File: src/rtl/mem_addr_reg.sv
// Memory address register: bytewise / sequenced loads from the main bus, inc/dec stepping
// with wrap pulse, and byte readback. Optional auto-increment input under MAR_AUTOINC_EN.
module mem_addr_reg #(
  parameter int unsigned           WIDTH_ADDR  = 16,
  parameter int unsigned           WIDTH       = 8,
  parameter logic [WIDTH_ADDR-1:0] RESET_VALUE = '0
) (
  input  logic                  clk,
  input  logic                  reset,
  input  logic [WIDTH-1:0]      main_in,
  input  logic                  load_lo,
  input  logic                  load_hi,
  input  logic                  load_seq,
  input  logic                  inc,
  input  logic                  dec,
`ifdef MAR_AUTOINC_EN
  input  logic                  access_done,
`endif
  input  logic                  assert_lo,
  input  logic                  assert_hi,
  output logic [WIDTH_ADDR-1:0] addr_out,
  output logic [WIDTH-1:0]      main_out,
  output logic                  main_en,
  output logic                  seq_busy,
  output logic                  wrap
);

  if (WIDTH_ADDR != 2 * WIDTH) begin : g_width_check
    $error("mem_addr_reg: WIDTH_ADDR must equal 2*WIDTH");
  end

  typedef enum logic [0:0] {
    IDLE    = 1'b0,
    WAIT_HI = 1'b1
  } state_e;

  state_e                state;
  state_e                state_nxt;
  logic [WIDTH-1:0]      shadow;
  logic [WIDTH-1:0]      shadow_nxt;
  logic [WIDTH_ADDR-1:0] addr_nxt;
  logic                  wrap_nxt;
  logic                  step_up;
  logic                  step_dn;
  logic                  direct_load;

`ifdef MAR_AUTOINC_EN
  assign step_up = inc | access_done;
`else
  assign step_up = inc;
`endif
  assign step_dn     = dec;
  assign direct_load = load_lo | load_hi;

  // Sequencer state register
  always_ff @(posedge clk) begin
    if (reset) begin
      state <= IDLE;
    end else begin
      state <= state_nxt;
    end
  end

  // Sequencer next state: load_seq toggles, a direct load aborts a pending sequence
  always_comb begin
    state_nxt = state;
    if (load_seq) begin
      state_nxt = (state == IDLE) ? WAIT_HI : IDLE;
    end else if (direct_load) begin
      state_nxt = IDLE;
    end
  end

  // Next address / shadow / wrap, by priority load_seq > direct load > step
  always_comb begin
    addr_nxt   = addr_out;
    shadow_nxt = shadow;
    wrap_nxt   = 1'b0;
    if (load_seq) begin
      if (state == IDLE) begin
        shadow_nxt = main_in;
      end else begin
        addr_nxt = WIDTH_ADDR'({main_in, shadow});
      end
    end else if (direct_load) begin
      if (load_lo) addr_nxt[WIDTH-1:0] = main_in;
      if (load_hi) addr_nxt[WIDTH_ADDR-1:WIDTH] = main_in;
    end else if (step_up && !step_dn) begin
      addr_nxt = addr_out + WIDTH_ADDR'(1);
      wrap_nxt = &addr_out;
    end else if (step_dn && !step_up) begin
      addr_nxt = addr_out - WIDTH_ADDR'(1);
      wrap_nxt = ~|addr_out;
    end
  end

  // Datapath registers
  always_ff @(posedge clk) begin
    if (reset) begin
      addr_out <= RESET_VALUE;
      shadow   <= '0;
      wrap     <= 1'b0;
      seq_busy <= 1'b0;
    end else begin
      addr_out <= addr_nxt;
      shadow   <= shadow_nxt;
      wrap     <= wrap_nxt;
      seq_busy <= (state_nxt == WAIT_HI);
    end
  end

  // Bus readback; low byte wins when both are asserted
  always_comb begin
    main_en  = !assert_lo || !assert_hi;
    main_out = '0;
    if (!assert_lo) begin
      main_out = addr_out[WIDTH-1:0];
    end else if (!assert_hi) begin
      main_out = addr_out[WIDTH_ADDR-1:WIDTH];
    end
  end

endmodule

File: config.mk
export PLATFORM = sky130hd
export DESIGN_NAME = mem_addr_reg
export DESIGN_NICKNAME = d
export VERILOG_FILES = /design/src/rtl/mem_addr_reg.sv
export SDC_FILE = /design/constraint.sdc
export NUM_CORES = 1
export LEC_CHECK = 0
export BUFFER_PORTS_ARGS = -buffer_cell sky130_fd_sc_hd__buf_2
export CORE_AREA = 2 2 85 87
export DETAILED_ROUTE_END_ITERATION = 10
export DIE_AREA = 0 0 87 89
export GPL_TIMING_DRIVEN = 0
export SLEW_MARGIN = 40
export SYNTH_ARGS = -nofsm -noshare
export SYNTH_HDL_FRONTEND = slang
export SYNTH_SLANG_ARGS = --single-unit
export TNS_END_PERCENT = 10
File: constraint.sdc
create_clock -name clk -period 5.4 [get_ports clk]
set_input_delay 0.27 -clock clk [delete_from_list [all_inputs] [get_ports clk]]
set_output_delay 0.27 -clock clk [all_outputs]
set_load 0.01 [all_outputs]
-- After elaboration in Yosys (flattened, before gate mapping)
Index checks and enable logic that the tools add are counted.
- $add $sub $neg: 2
- bitwise operators: 2
- reduce and logical (&&, ||, !) cells: 16
- eq/ne operators: 3
- muxes and demuxes: 14
- operator list (kind ; count):
    16-bit 2-to-1 mux ; 5
    8-bit 2-to-1 mux ; 4
    16-bit by 1-bit adder with 16-bit output, second input constant ; 1
    16-bit AND reduction ; 1
    16-bit OR reduction ; 1
    16-bit by 1-bit subtractor with 16-bit output, second input constant ; 1
    3-bit inequality test, second input constant ; 2
    3-bit AND reduction ; 2
    1-bit zero test ; 5
    1-bit 2-to-1 mux ; 5
    4-bit nonzero test ; 1
    3-bit OR reduction ; 1
    1-bit logical AND ; 2
    2-bit by 1-bit inequality test with 1-bit output, second input constant ; 1
    2-bit AND reduction ; 1
    2-bit nonzero test ; 1
    1-bit logical OR ; 1
    1-bit inverter ; 1
    1-bit OR ; 1
- word-level logic and storage cells: 42
- flip-flop bits (word level): 26

-- Logic depth before layout (Yosys ltp)
- word-level depth: 6
- mapped depth: 11
- depth with buffers taken out: 10

-- Least setup slack after synthesis
No wires, ideal clock.
- kind: input to register
- start: in dec
- end: reg addr_out[10]
- path slack: 2974 ps
- library setup time: 86 ps
- arrival: 2341 ps
- required time: 5314 ps
- stages on the path: 10
- path buffers: 0
- path through: inv_1 > ha_1 > inv_1 > ha_1 > and2_1 > a221oi_1 > a21oi_1 > o21ai_0 > nand2_1 > a211oi_1
- cells in the longest elaborated chain, start to end: 5
- elaborated cells between the ends (all ways): 8
- classes of those cells: mux (3); reduce/logical (5)
- ends and longest elaborated chain (element ; RTL line ; text):
    from (decl) ; 15 ; input logic dec,
    1-bit zero test ; 88 ; end else if (step_up && !step_dn) begin
    1-bit logical AND ; 88 ;
    16-bit 2-to-1 mux ; 88 ;
    16-bit 2-to-1 mux ; 85 ; end else if (direct_load) begin
    16-bit 2-to-1 mux ; 79 ; if (load_seq) begin
    to (signal assigned) ; 105 ; addr_out <= addr_nxt;
    to (decl) ; 21 ; output logic [WIDTH_ADDR-1:0] addr_out,
Several ways; a longest one is shown, not always the timed one.
A chain may end at the register's enable or synchronous reset.

-- Worst setup path after layout
- start: in dec
- end: reg addr_out[15]
The elaborated chain is that of the path after synthesis.

==> impl_results.md <==
* Outcome: complete, no violations
* Fmax at around 360 MHz
* Critical path class: in -> reg
* Fin nets at 365
* GRT Util Overall at 17.1%
* Main synth FF type: dfxtp_1
* Avg Vias per Cell at 5.64
* Kind of end point of the critical path: flop
* Rows at 30
* Slowest cell on the critical path: ha_1
* Crit. Startpoint: dec
* Slew HR at 53.7%
* Num CTS Buffers at 3
* N_diodes at 0
* CP max FO at 16
* Average cell area after synthesis at 7.52 sq um
* Final setup TNS at 0 ns
* Cts hold-fix bufs at 0
* Max stage delay on crit path at between 0.4 and 0.5 ns
* Die ar. at between 7000 and 8000 sq um
* Leakage at 1.06 nW
* Worst Tran Pin Value at 0.692 ns
* Chip height at 89 um
* Post-route DRC violation count at 0
* Worst Hold Class: in -> reg
* Clock Skew at 0.00122 ns
* Post-CTS setup buffers at 0
* Largest net degree at the start of global routing at 17
* Starting Density at 31.8%
* Power Density at around 260 nW/um^2
* Post-synthesis sequential area ratio at between 20% and 30%
* Grt total ovfl at 0
* Asr flop ratio synth at 0%
* Area Growth Syn to Fin at 17.4%
* Num Clock Sinks at 26
* CTS H-Tree Depth at 1
* Via count at 2300
* Fin. Hold Viols at 0
* Root Buffer: clkbuf_8
* RSZ-0062 raised after global routing: false
* Detailed placement HPWL at 5110 um
* Layout cells sized above 1 at 15.5%
* First-pass GRT wire length at approximately 10000 um
* Antenna violations before repair at 0
* Arrival @ worst endpoint at 3.01 ns
* Crit share post-route at 52.0%
* Critical Path Source Type: input pin
* Worst-path cell chain: buf_2, inv_1, ha_1, inv_1, ha_1, a21oi_1, o21ai_0, o211ai_1, o22ai_1, or4_1, o211ai_1
* Post-Syn Nets at 320
* Post-Route WL at ~6600 um
* # setup viols final at 0
* Hold path depth at 3
* Final Critical Period at 2.81 ns
* Placed insts at between 400 and 500
* DRT antenna net count at 0
* Latest clock arrival within the worst-skew pair at 0.27 ns
* Mapped Area at 2130 sq um
* Crit path required time at 5.60 ns
* Worst r2r path cells at 8
* GP Congestion at ~0.83
* DRT iter0 DRCs at ~150
* R2r startpoint: addr_out[0]$_SDFFE_PP0P_
* Core Util, Final at roughly 37%
* Mapped Cells at about 280
* Ports at between 40 and 50
* CTS resizes at 0
* Die Wd at between 80 and 90 um
* Max clock buf depth at 2
* Hold Path Origin: main_in[6]
* Core Region at 6720 sq um
* Clock slew seen by the registers of the worst setup and hold paths at 0.10 ns
* Synth Warn # at 0
* Initial DRT Pass Iterations at 4
* IO buf count at 40
* Fin. max-slew vios at 0
* Post-Layout Cell Count at 408
* Worst VDD drop at about 180 uV
* Distinct cells, synth at 45
* # Max-Cap Violations at 0
* CTS tree: done
* FF+latch count, synth at 26
* Routed wire per std cell at ~16 um
* EDFF count, synth at 0
* Vias in the first global route at 2048
==> report_power, final <==
group          switching, mW  total (mW)  internal, mW
registers             0.0295       0.237         0.208
clock network         0.0661       0.165        0.0993
logic                  0.141       0.240        0.0989
==> critical path: cells and delay by family <==
kind,cells,cell delay [ns]
fa+ha+maj,2,0.81
buf+inv,3,0.51
compound gates,5,0.93
simple gates,1,0.48
==> layer usage <==
| metal | track usage (%) | part of all wire [%] | vias to the layer above |
|---|---|---|---|
| met2 | 28.7 | 47 | 82 |
| li1 | - | - | 1148 |
| met1 | 23.0 | 45 | 1060 |
| met3 | 3.23 | 6.5 | 10 |
| met4 | 3.84 | 1.3 | 0 |
| met5 | 0 | 0 | - |
==> metrics by stage <==
stage	total power, mW	setup slack, ns	cell area, sq um	hold slack [ns]
6_report	0.642	2.59	2510	0.260
5_1_grt	0.684	2.34	2510	0.255
4_1_cts	0.646	2.61	2510	0.250
3_5_place_dp	0.478	2.32	2430	0.445
3_3_place_gp	0.476	2.32	2430	0.440
2_1_floorplan	0.401	2.97	2130	0.406
==> synthesized netlist by cell type, drive strengths merged (2+ instances only) <==
cell	number	area, sq um
a32oi	3	26.3
nor2	22	82.6
nor3	3	15.0
a31oi	2	12.5
a211oi	6	45.0
ha	18	225
inv	12	45.0
or2	2	12.5
nand3b	14	105
xor2	6	52.6
o211ai	4	30.0
a21oi	28	140
a311o	2	20.0
nor2b	4	25.0
or3	3	28.8
mux2i	5	50.1
nor4	3	18.8
and2	2	12.5
dfxtp	26	521
nand3	8	40.0
o21a	2	15.0
a311oi	3	26.3
xnor2	2	17.5
o22ai	3	18.8
nand2	37	139
or4	2	15.0
o21ai	21	105
a21o	5	37.5
clkbuf	11	41.3
o32ai	5	43.8
nand4	7	43.8
==> cell families (layout without fill, tap and decap cells) <==
family | after synthesis | in the layout | synth area share [%]
buf+inv | 24 | 68 | 4.57
simple gates | 111 | 111 | 26.6
xor+xnor | 8 | 8 | 3.28
mux | 6 | 6 | 2.87
flops | 26 | 26 | 24.4
fa+ha+maj | 19 | 19 | 11.5
compound gates | 90 | 90 | 26.8
==> placed cells by master, fill, tap and decap left out, types with 3 or more instances in the layout <==
cell type / netlist / final
ha_1: 18 / 18
clkbuf_8: 0 / 3
xor2_1: 6 / 6
inv_1: 12 / 12
nor4_1: 3 / 3
a21o_1: 5 / 5
nor2_1: 22 / 22
nor3_1: 3 / 3
o32ai_1: 5 / 5
a21oi_1: 28 / 28
nand2_1: 37 / 37
nor2b_1: 4 / 4
a211oi_1: 6 / 6
a32oi_1: 3 / 3
clkbuf_1: 11 / 11
o21ai_0: 21 / 21
o211ai_1: 4 / 4
nand3b_1: 14 / 14
nand4_1: 7 / 7
dfxtp_1: 26 / 26
buf_2: 0 / 40
nand3_1: 8 / 8
mux2i_1: 5 / 5
a311oi_1: 3 / 3
o22ai_1: 3 / 3
==> state kept, by name (all words and copies together), names as in the netlist <==
signal and cells:
wrap 1, shadow 8, seq_busy 1, addr_out 16
==> final timing paths <==
path | end | slack, ns
worst max-delay path | addr_out[15]$_SDFFE_PP0P_ | 2.59
worst min-delay path | shadow[6]$_SDFFE_PP0P_ | 0.26
worst max register to register | addr_out[12]$_SDFFE_PP0P_ | 3.01
worst min register to register | shadow[7]$_SDFFE_PP0P_ | 0.45
==> area by class of cell <==
cell class | instances | area, sq um
Sequential cell | 26 | 520
Clock inverter | 1 | 30.0
Multi-Input combinational cell | 234 | 1520
Inverter | 12 | 45.0
Tap cell | 80 | 100
Clock buffer | 3 | 41.3
Buffer | 12 | 52.6
Fill cell | 717 | 4210
Timing Repair Buffer | 40 | 200
Note: power is estimated with default switching activity, not from simulation.
